### config.mk
export PLATFORM = sky130hd
export DESIGN_NAME = secuenciador_giro
export DESIGN_NICKNAME = d
export VERILOG_FILES = /design/src/rtl/secuenciador_giro_pkg.sv /design/src/rtl/secuenciador_giro_pwm.sv /design/src/rtl/secuenciador_giro.sv
export SDC_FILE = /design/constraint.sdc
export NUM_CORES = 1
export LEC_CHECK = 0
export ABC_AREA = 1
export BUFFER_PORTS_ARGS = -buffer_cell sky130_fd_sc_hd__buf_4
export CAP_MARGIN = 20
export CORE_ASPECT_RATIO = 0.6
export CORE_MARGIN = 3
export CORE_UTILIZATION = 55
export CTS_BUF_LIST = sky130_fd_sc_hd__clkbuf_16
export DETAILED_ROUTE_END_ITERATION = 10
export GPL_TIMING_DRIVEN = 0
export PLACE_DENSITY_LB_ADDON = 0.3
export SLEW_MARGIN = 20
export SYNTH_ARGS = -nofsm -noshare
export SYNTH_HDL_FRONTEND = slang
export SYNTH_HIERARCHICAL = 1
export SYNTH_SLANG_ARGS = --single-unit
### constraint.sdc
create_clock -name clk -period 3.6 [get_ports clk]
set_clock_uncertainty 0.1 [all_clocks]
set_input_delay 0.54 -clock clk [delete_from_list [all_inputs] [get_ports clk]]
set_output_delay 0.54 -clock clk [all_outputs]
set_load 0.03 [all_outputs]
### src/rtl/secuenciador_giro_pkg.sv
// secuenciador_giro_pkg: shared level codes, FSM encoding and default tuning for the fan sequencer
package secuenciador_giro_pkg;
    typedef logic [1:0] nivel_t;
    localparam nivel_t NIVEL_0 = 2'b00;
    localparam nivel_t NIVEL_1 = 2'b01;
    localparam nivel_t NIVEL_2 = 2'b10;
    localparam nivel_t NIVEL_3 = 2'b11;
    localparam logic [1:0] ESPERA     = 2'd0;
    localparam logic [1:0] CONVERSION = 2'd1;
    localparam logic [1:0] EVALUA     = 2'd2;
    localparam int unsigned TICK_DIV_DEF     = 50000;
    localparam int unsigned SAMPLE_TICKS_DEF = 100;
    localparam int unsigned ADC_TIMEOUT_DEF  = 10;
    localparam int unsigned DWELL_TICKS_DEF  = 2000;
    localparam int unsigned UMBRAL_1_DEF     = 20;
    localparam int unsigned UMBRAL_2_DEF     = 40;
    localparam int unsigned HYST_DEF         = 2;
    localparam int unsigned DUTY_1_DEF       = 85;
    localparam int unsigned DUTY_2_DEF       = 170;

    function automatic nivel_t nivel_de(input logic [7:0] x, input logic [7:0] u1, input logic [7:0] u2);
        return x == 8'd0 ? NIVEL_0 : x <= u1 ? NIVEL_1 : x <= u2 ? NIVEL_2 : NIVEL_3;
    endfunction

    function automatic logic [7:0] duty_de(input nivel_t n, input logic [7:0] d1, input logic [7:0] d2);
        return n == NIVEL_0 ? 8'd0 : n == NIVEL_1 ? d1 : n == NIVEL_2 ? d2 : 8'hFF;
    endfunction
endpackage

### src/rtl/secuenciador_giro_pwm.sv
// generador_pwm: 8-bit free-running PWM whose duty is only reloaded at counter wrap
module generador_pwm (
    input  logic       clk,
    input  logic       rst,
    input  logic [7:0] duty,
    output logic       pwm_out
);
    logic [7:0] cnt_q, cnt_d, duty_q, duty_d;

    always_comb begin
        cnt_d  = cnt_q + 8'd1;
        duty_d = cnt_q == 8'hFF ? duty : duty_q;
    end

    always_ff @(posedge clk) begin
        if (rst) begin
            cnt_q  <= '0;
            duty_q <= '0;
        end else begin
            cnt_q  <= cnt_d;
            duty_q <= duty_d;
        end
    end

    assign pwm_out = duty_q == 8'hFF || cnt_q < duty_q;
endmodule

### src/rtl/secuenciador_giro.sv
// secuenciador_giro: samples temperature via ADC, derives a hysteretic fan level and ramps the motor PWM
module secuenciador_giro
    import secuenciador_giro_pkg::*;
#(
    parameter int unsigned TICK_DIV     = TICK_DIV_DEF,
    parameter int unsigned SAMPLE_TICKS = SAMPLE_TICKS_DEF,
    parameter int unsigned ADC_TIMEOUT  = ADC_TIMEOUT_DEF,
    parameter int unsigned DWELL_TICKS  = DWELL_TICKS_DEF,
    parameter int unsigned UMBRAL_1     = UMBRAL_1_DEF,
    parameter int unsigned UMBRAL_2     = UMBRAL_2_DEF,
    parameter int unsigned HYST         = HYST_DEF,
    parameter int unsigned DUTY_1       = DUTY_1_DEF,
    parameter int unsigned DUTY_2       = DUTY_2_DEF
) (
    input  logic       clk,
    input  logic       rst,
    input  logic [7:0] adc,
    input  logic       adc_done,
    input  logic [7:0] teclado,
    output logic       adc_start,
    output logic [1:0] nivel_obj,
    output logic [1:0] giro,
    output logic       pwm_out,
    output logic       fallo
);
    localparam int DW = $clog2(TICK_DIV + 1);
    localparam int SW = $clog2(SAMPLE_TICKS + 1);
    localparam int TW = $clog2(ADC_TIMEOUT + 1);
    localparam int WW = $clog2(DWELL_TICKS + 1);
    localparam logic [DW-1:0] DIV_LAST  = DW'(TICK_DIV - 1);
    localparam logic [SW-1:0] SAMP_LAST = SW'(SAMPLE_TICKS - 1);
    localparam logic [TW-1:0] TO_LAST   = TW'(ADC_TIMEOUT - 1);
    localparam logic [WW-1:0] DWELL_MAX = WW'(DWELL_TICKS);
    localparam logic [7:0] U1 = 8'(UMBRAL_1);
    localparam logic [7:0] U2 = 8'(UMBRAL_2);
    localparam logic [7:0] D1 = 8'(DUTY_1);
    localparam logic [7:0] D2 = 8'(DUTY_2);

    logic [DW-1:0] div_q, div_d;
    logic [SW-1:0] samp_q, samp_d;
    logic [TW-1:0] to_q, to_d;
    logic [WW-1:0] dwell_q, dwell_d;
    logic [1:0] estado_q, estado_d;
    logic [7:0] adc_l_q, adc_l_d, diff, duty;
    logic [8:0] suma;
    logic start_q, start_d, fallo_q, fallo_d, tick;
    nivel_t nivel_q, nivel_d, giro_q, giro_d, lvl_a, lvl_h, nivel_eval;

    assign tick = div_q == DIV_LAST;
    assign diff = adc_l_q > teclado ? adc_l_q - teclado : 8'd0;
    assign suma = {1'b0, diff} + 9'(HYST);
    assign lvl_a = nivel_de(diff, U1, U2);
    assign lvl_h = nivel_de(suma[8] ? 8'hFF : suma[7:0], U1, U2);
    // Rising demand acts at once; falling demand must clear the level by HYST before it is accepted
    assign nivel_eval = lvl_a > nivel_q ? lvl_a : (lvl_a < nivel_q && lvl_h < nivel_q) ? lvl_h : nivel_q;

    always_comb begin
        div_d    = tick ? '0 : div_q + DW'(1);
        estado_d = estado_q;
        samp_d   = samp_q;
        to_d     = to_q;
        adc_l_d  = adc_l_q;
        start_d  = 1'b0;
        fallo_d  = fallo_q;
        nivel_d  = nivel_q;
        giro_d   = giro_q;
        dwell_d  = tick && dwell_q != DWELL_MAX ? dwell_q + WW'(1) : dwell_q;
        if (giro_q != nivel_q && dwell_q == DWELL_MAX) begin
            giro_d  = giro_q < nivel_q ? giro_q + 2'd1 : giro_q - 2'd1;
            dwell_d = '0;
        end
        case (estado_q)
            ESPERA: if (tick) begin
                if (samp_q == SAMP_LAST) begin
                    estado_d = CONVERSION;
                    samp_d   = '0;
                    to_d     = '0;
                    start_d  = 1'b1;
                end else begin
                    samp_d = samp_q + SW'(1);
                end
            end
            CONVERSION: if (adc_done) begin
                estado_d = EVALUA;
                adc_l_d  = adc;
            end else if (tick) begin
                if (to_q == TO_LAST) begin
                    estado_d = ESPERA;
                    fallo_d  = 1'b1;
                    nivel_d  = NIVEL_3;
                end else begin
                    to_d = to_q + TW'(1);
                end
            end
            EVALUA: begin
                estado_d = ESPERA;
                fallo_d  = 1'b0;
                nivel_d  = nivel_eval;
            end
            default: estado_d = ESPERA;
        endcase
    end

    always_ff @(posedge clk) begin
        if (rst) begin
            div_q    <= '0;
            samp_q   <= '0;
            to_q     <= '0;
            dwell_q  <= '0;
            estado_q <= ESPERA;
            adc_l_q  <= '0;
            start_q  <= 1'b0;
            fallo_q  <= 1'b0;
            nivel_q  <= NIVEL_0;
            giro_q   <= NIVEL_0;
        end else begin
            div_q    <= div_d;
            samp_q   <= samp_d;
            to_q     <= to_d;
            dwell_q  <= dwell_d;
            estado_q <= estado_d;
            adc_l_q  <= adc_l_d;
            start_q  <= start_d;
            fallo_q  <= fallo_d;
            nivel_q  <= nivel_d;
            giro_q   <= giro_d;
        end
    end

    assign duty = duty_de(giro_q, D1, D2);

    generador_pwm u_pwm (
        .clk     (clk),
        .rst     (rst),
        .duty    (duty),
        .pwm_out (pwm_out)
    );

    assign adc_start = start_q;
    assign nivel_obj = nivel_q;
    assign giro      = giro_q;
    assign fallo     = fallo_q;
endmodule

==> impl_results.md <==
- Outcome: finished, final reports clean
- # IOs: 26
- Max Slew Vio Count: 0
- Total GRT Usage: 22.7%
- Leak: 2.27 nW
- Drt initial violations: 278
- Critical path buffer and inverter count: 5
- CP cell instances: inv_1 > ha_1 > fa_2 > inv_1 > nand2_1 > nand2_2 > nand3_2 > nand2_4 > nand3_2 > nor3_1 > o21ai_2 > ha_1 > inv_1 > nor2_1 > nor2_1 > a21oi_4 > inv_1 > nand3_1 > nand3_1 > inv_1 > nand3_1 > nand2_1 > nor2_1
- Post-route ant nets: 0
- Clk sinks: 70
- CP startpoint kind: flop
- Chip height: 74.2 um
- Min-Delay Path Class: in2reg
- Hpwl dp: 7450 um
- # port buffers: 25
- Core Util, Final: 66.4%
- Post-route insts no fill: 770
- Total Power: 0.00172 W
- Layout Nets: 713
- Core area: 0.00739 sq mm
- Period utilization: 94.7%
- Synthesized cell area: 0.00427 sq mm
- Starting density of the core: 57.8%
- Final setup violation count: 0
- First-pass GRT wire length: 16200 um
- Tmin final: 3.41 ns
- Reg clk slew, reported paths: 0.06 ns
- Routed vias/inst: 5.18
- Worst IR drop on VDD: 0.246 mV
- Power Density: 351 mW/mm^2
- Clk root buf: clkbuf_16
- Crit-path leading delay family: simple AND/OR/NAND/NOR gates
- Pre-Repair DR Iteration Count: 5
- Diode count: 0
- Yosys cell types: 39
- Most frequent cells in the layout: nand2_1 (123), inv_1 (109), nor2_1 (85)
- Worst Tran Pin Value: 0.485 ns
- Setup Crit Path Kind: reg2reg
- Drt total wl: 9770 um
- Max-slew headroom: 67.7%
- Die X-Extent: 120 um
- Worst Path Required: 3.72 ns
- Die area: 0.00889 sq mm
- Most common cell after layout, fill and taps aside: nand2_1
- Cells after DPL: 754
- P&R area growth vs syn: 14.9%
- Filler cells: 659
- Crit-path max cell delay: 0.36 ns
- Number of cell rows: 24
- Post-synthesis sequential area ratio: 32.8%
- Critical Path Slowest Stage Cell: fa_2
- Max_cap viols: 0
- Seq cells post-synth: 70
- Via count: 3988
- Syn. warnings: 6
- Fmax: 0.293 GHz
- Most frequent CP cell: inv_1
- Crit-path max FO: 4
- Hold buffers post-CTS: 0
- Final hold viol count: 0
- Bufs on Longest Clock Path: 2
- Max H-tree Level: 3
- Pin count of the biggest net entering global routing: 15
- Syn Area/Cell: 6.83 sq um
- CTS Buf Count: 9
- Cells after Synth: 625
- GP Congestion: 0.887
- Arr. time, crit path: 3.53 ns
- DRC Markers: 0
- CTS tree: built
- DR WL/cell: 12.7 um
- Gr ovfl total: 0
- Layout cells sized above 1: 11.9%
- Skew-Pair Late Insertion Delay: 0.33 ns
- Vias in the first global route: 3559
- Syn_nets: 676
- Initial antenna violation count: 0
- Worst setup EP type: flop
cell families (layout without fill, tap and decap cells):
group,count (synthesis),in the layout,synth area share (%)
AOI/OAI and AO/OA,90,90,11.7
and+or+nand+nor,311,311,33.7
adders and majority gates,32,32,9.56
xor gates and xnor gates,11,11,2.26
buffers and inverters,111,152,10.0
DFF,70,70,32.8
flip-flops by register name, indices dropped and copies added (netlist names):
register and count:
adc_l_q 8, fallo 1, adc_start 1, samp_q 7
giro 2, to_q 4, u_pwm/duty_q 8, estado_q 2
nivel_obj 2, div_q 16, u_pwm/cnt_q 8, dwell_q 11
report_power, final:
group          internal [W]  switching (W)
sequential         0.000781     0.00000441
clock              0.000519       0.000306
combinational     0.0000420      0.0000669
total               0.00134       0.000378
synth_stat cells, drive strengths merged:
library cell / number / share of area (%)
xnor2: 5 / 1.0
buf: 3 / 0.50
a21oi: 47 / 5.6
xor2: 6 / 1.2
o211a: 2 / 0.47
o31ai: 1 / 0.18
ha: 31 / 9.1
o211ai: 2 / 0.35
nand4: 9 / 1.5
nor3b: 3 / 0.53
nand2: 133 / 13
or2: 5 / 0.73
clkbuf: 3 / 0.26
nand3b: 3 / 0.53
nor3: 19 / 2.2
inv: 105 / 9.2
o21a: 4 / 0.70
fa: 1 / 0.47
nor2: 97 / 10
o21bai: 1 / 0.18
a31oi: 1 / 0.15
nand3: 38 / 4.9
dfxtp: 70 / 33
o21ai: 30 / 3.7
a211oi: 2 / 0.35
nor4: 4 / 0.59
worst register-to-register path: cells and delay by family, from the launching register on:
family / cells / cell delay [ns]
adders and majority gates: 3 / 0.92
DFF: 1 / 0.31
AOI/OAI and AO/OA: 2 / 0.27
and+or+nand+nor: 13 / 1.39
buffers and inverters: 5 / 0.32
repair_timing:
action,CTS,global route
resized for setup,0,10
endpoints found under the setup margin,0,2
buffers inserted,0,1
area by class of cell:
cell class	instances	area, sq um	share of cell area [%]
Clock inverter	6	48.8	0.995
Timing Repair Buffer	26	195	3.98
Clock buffer	9	225	4.59
Multi-Input combinational cell	444	2470	50.5
Buffer	6	32.5	0.664
Tap cell	104	130	2.65
Inverter	105	394	8.04
Sequential cell	70	1400	28.6
routing by layer:
layer	global-route usage (%)	up-vias	part of all wire, %
li1	-	2083	-
met1	31.5	1775	51
met2	34.4	112	43
met3	6.53	18	4.5
met4	7.87	0	1.6
met5	0	-	0
worst paths after layout:
check                                 from      endpoint  slack [ns]  cells past startpoint
worst max register to register  adc_l_q[0]  nivel_obj[0]        0.19                     23
worst min register to register    div_q[0]      div_q[0]        0.35                      1
worst max-delay path            adc_l_q[0]  nivel_obj[0]        0.19                     23
worst min-delay path                adc[5]    adc_l_q[5]        0.33                      3
metrics by stage:
stage,TNS (ns),setup WS [ns],hold WS (ns),cell area (sq um)
floorplan,0,0.272,0.318,4270
global placement,-0.246,-0.145,0.331,4580
detailed placement,-0.454,-0.248,0.348,4580
CTS,0,0.0415,0.325,4860
global route,-0.0329,-0.0328,0.333,4900
finish,0,0.189,0.331,4900
No activity file was read; power rests on OpenSTA's default activity.
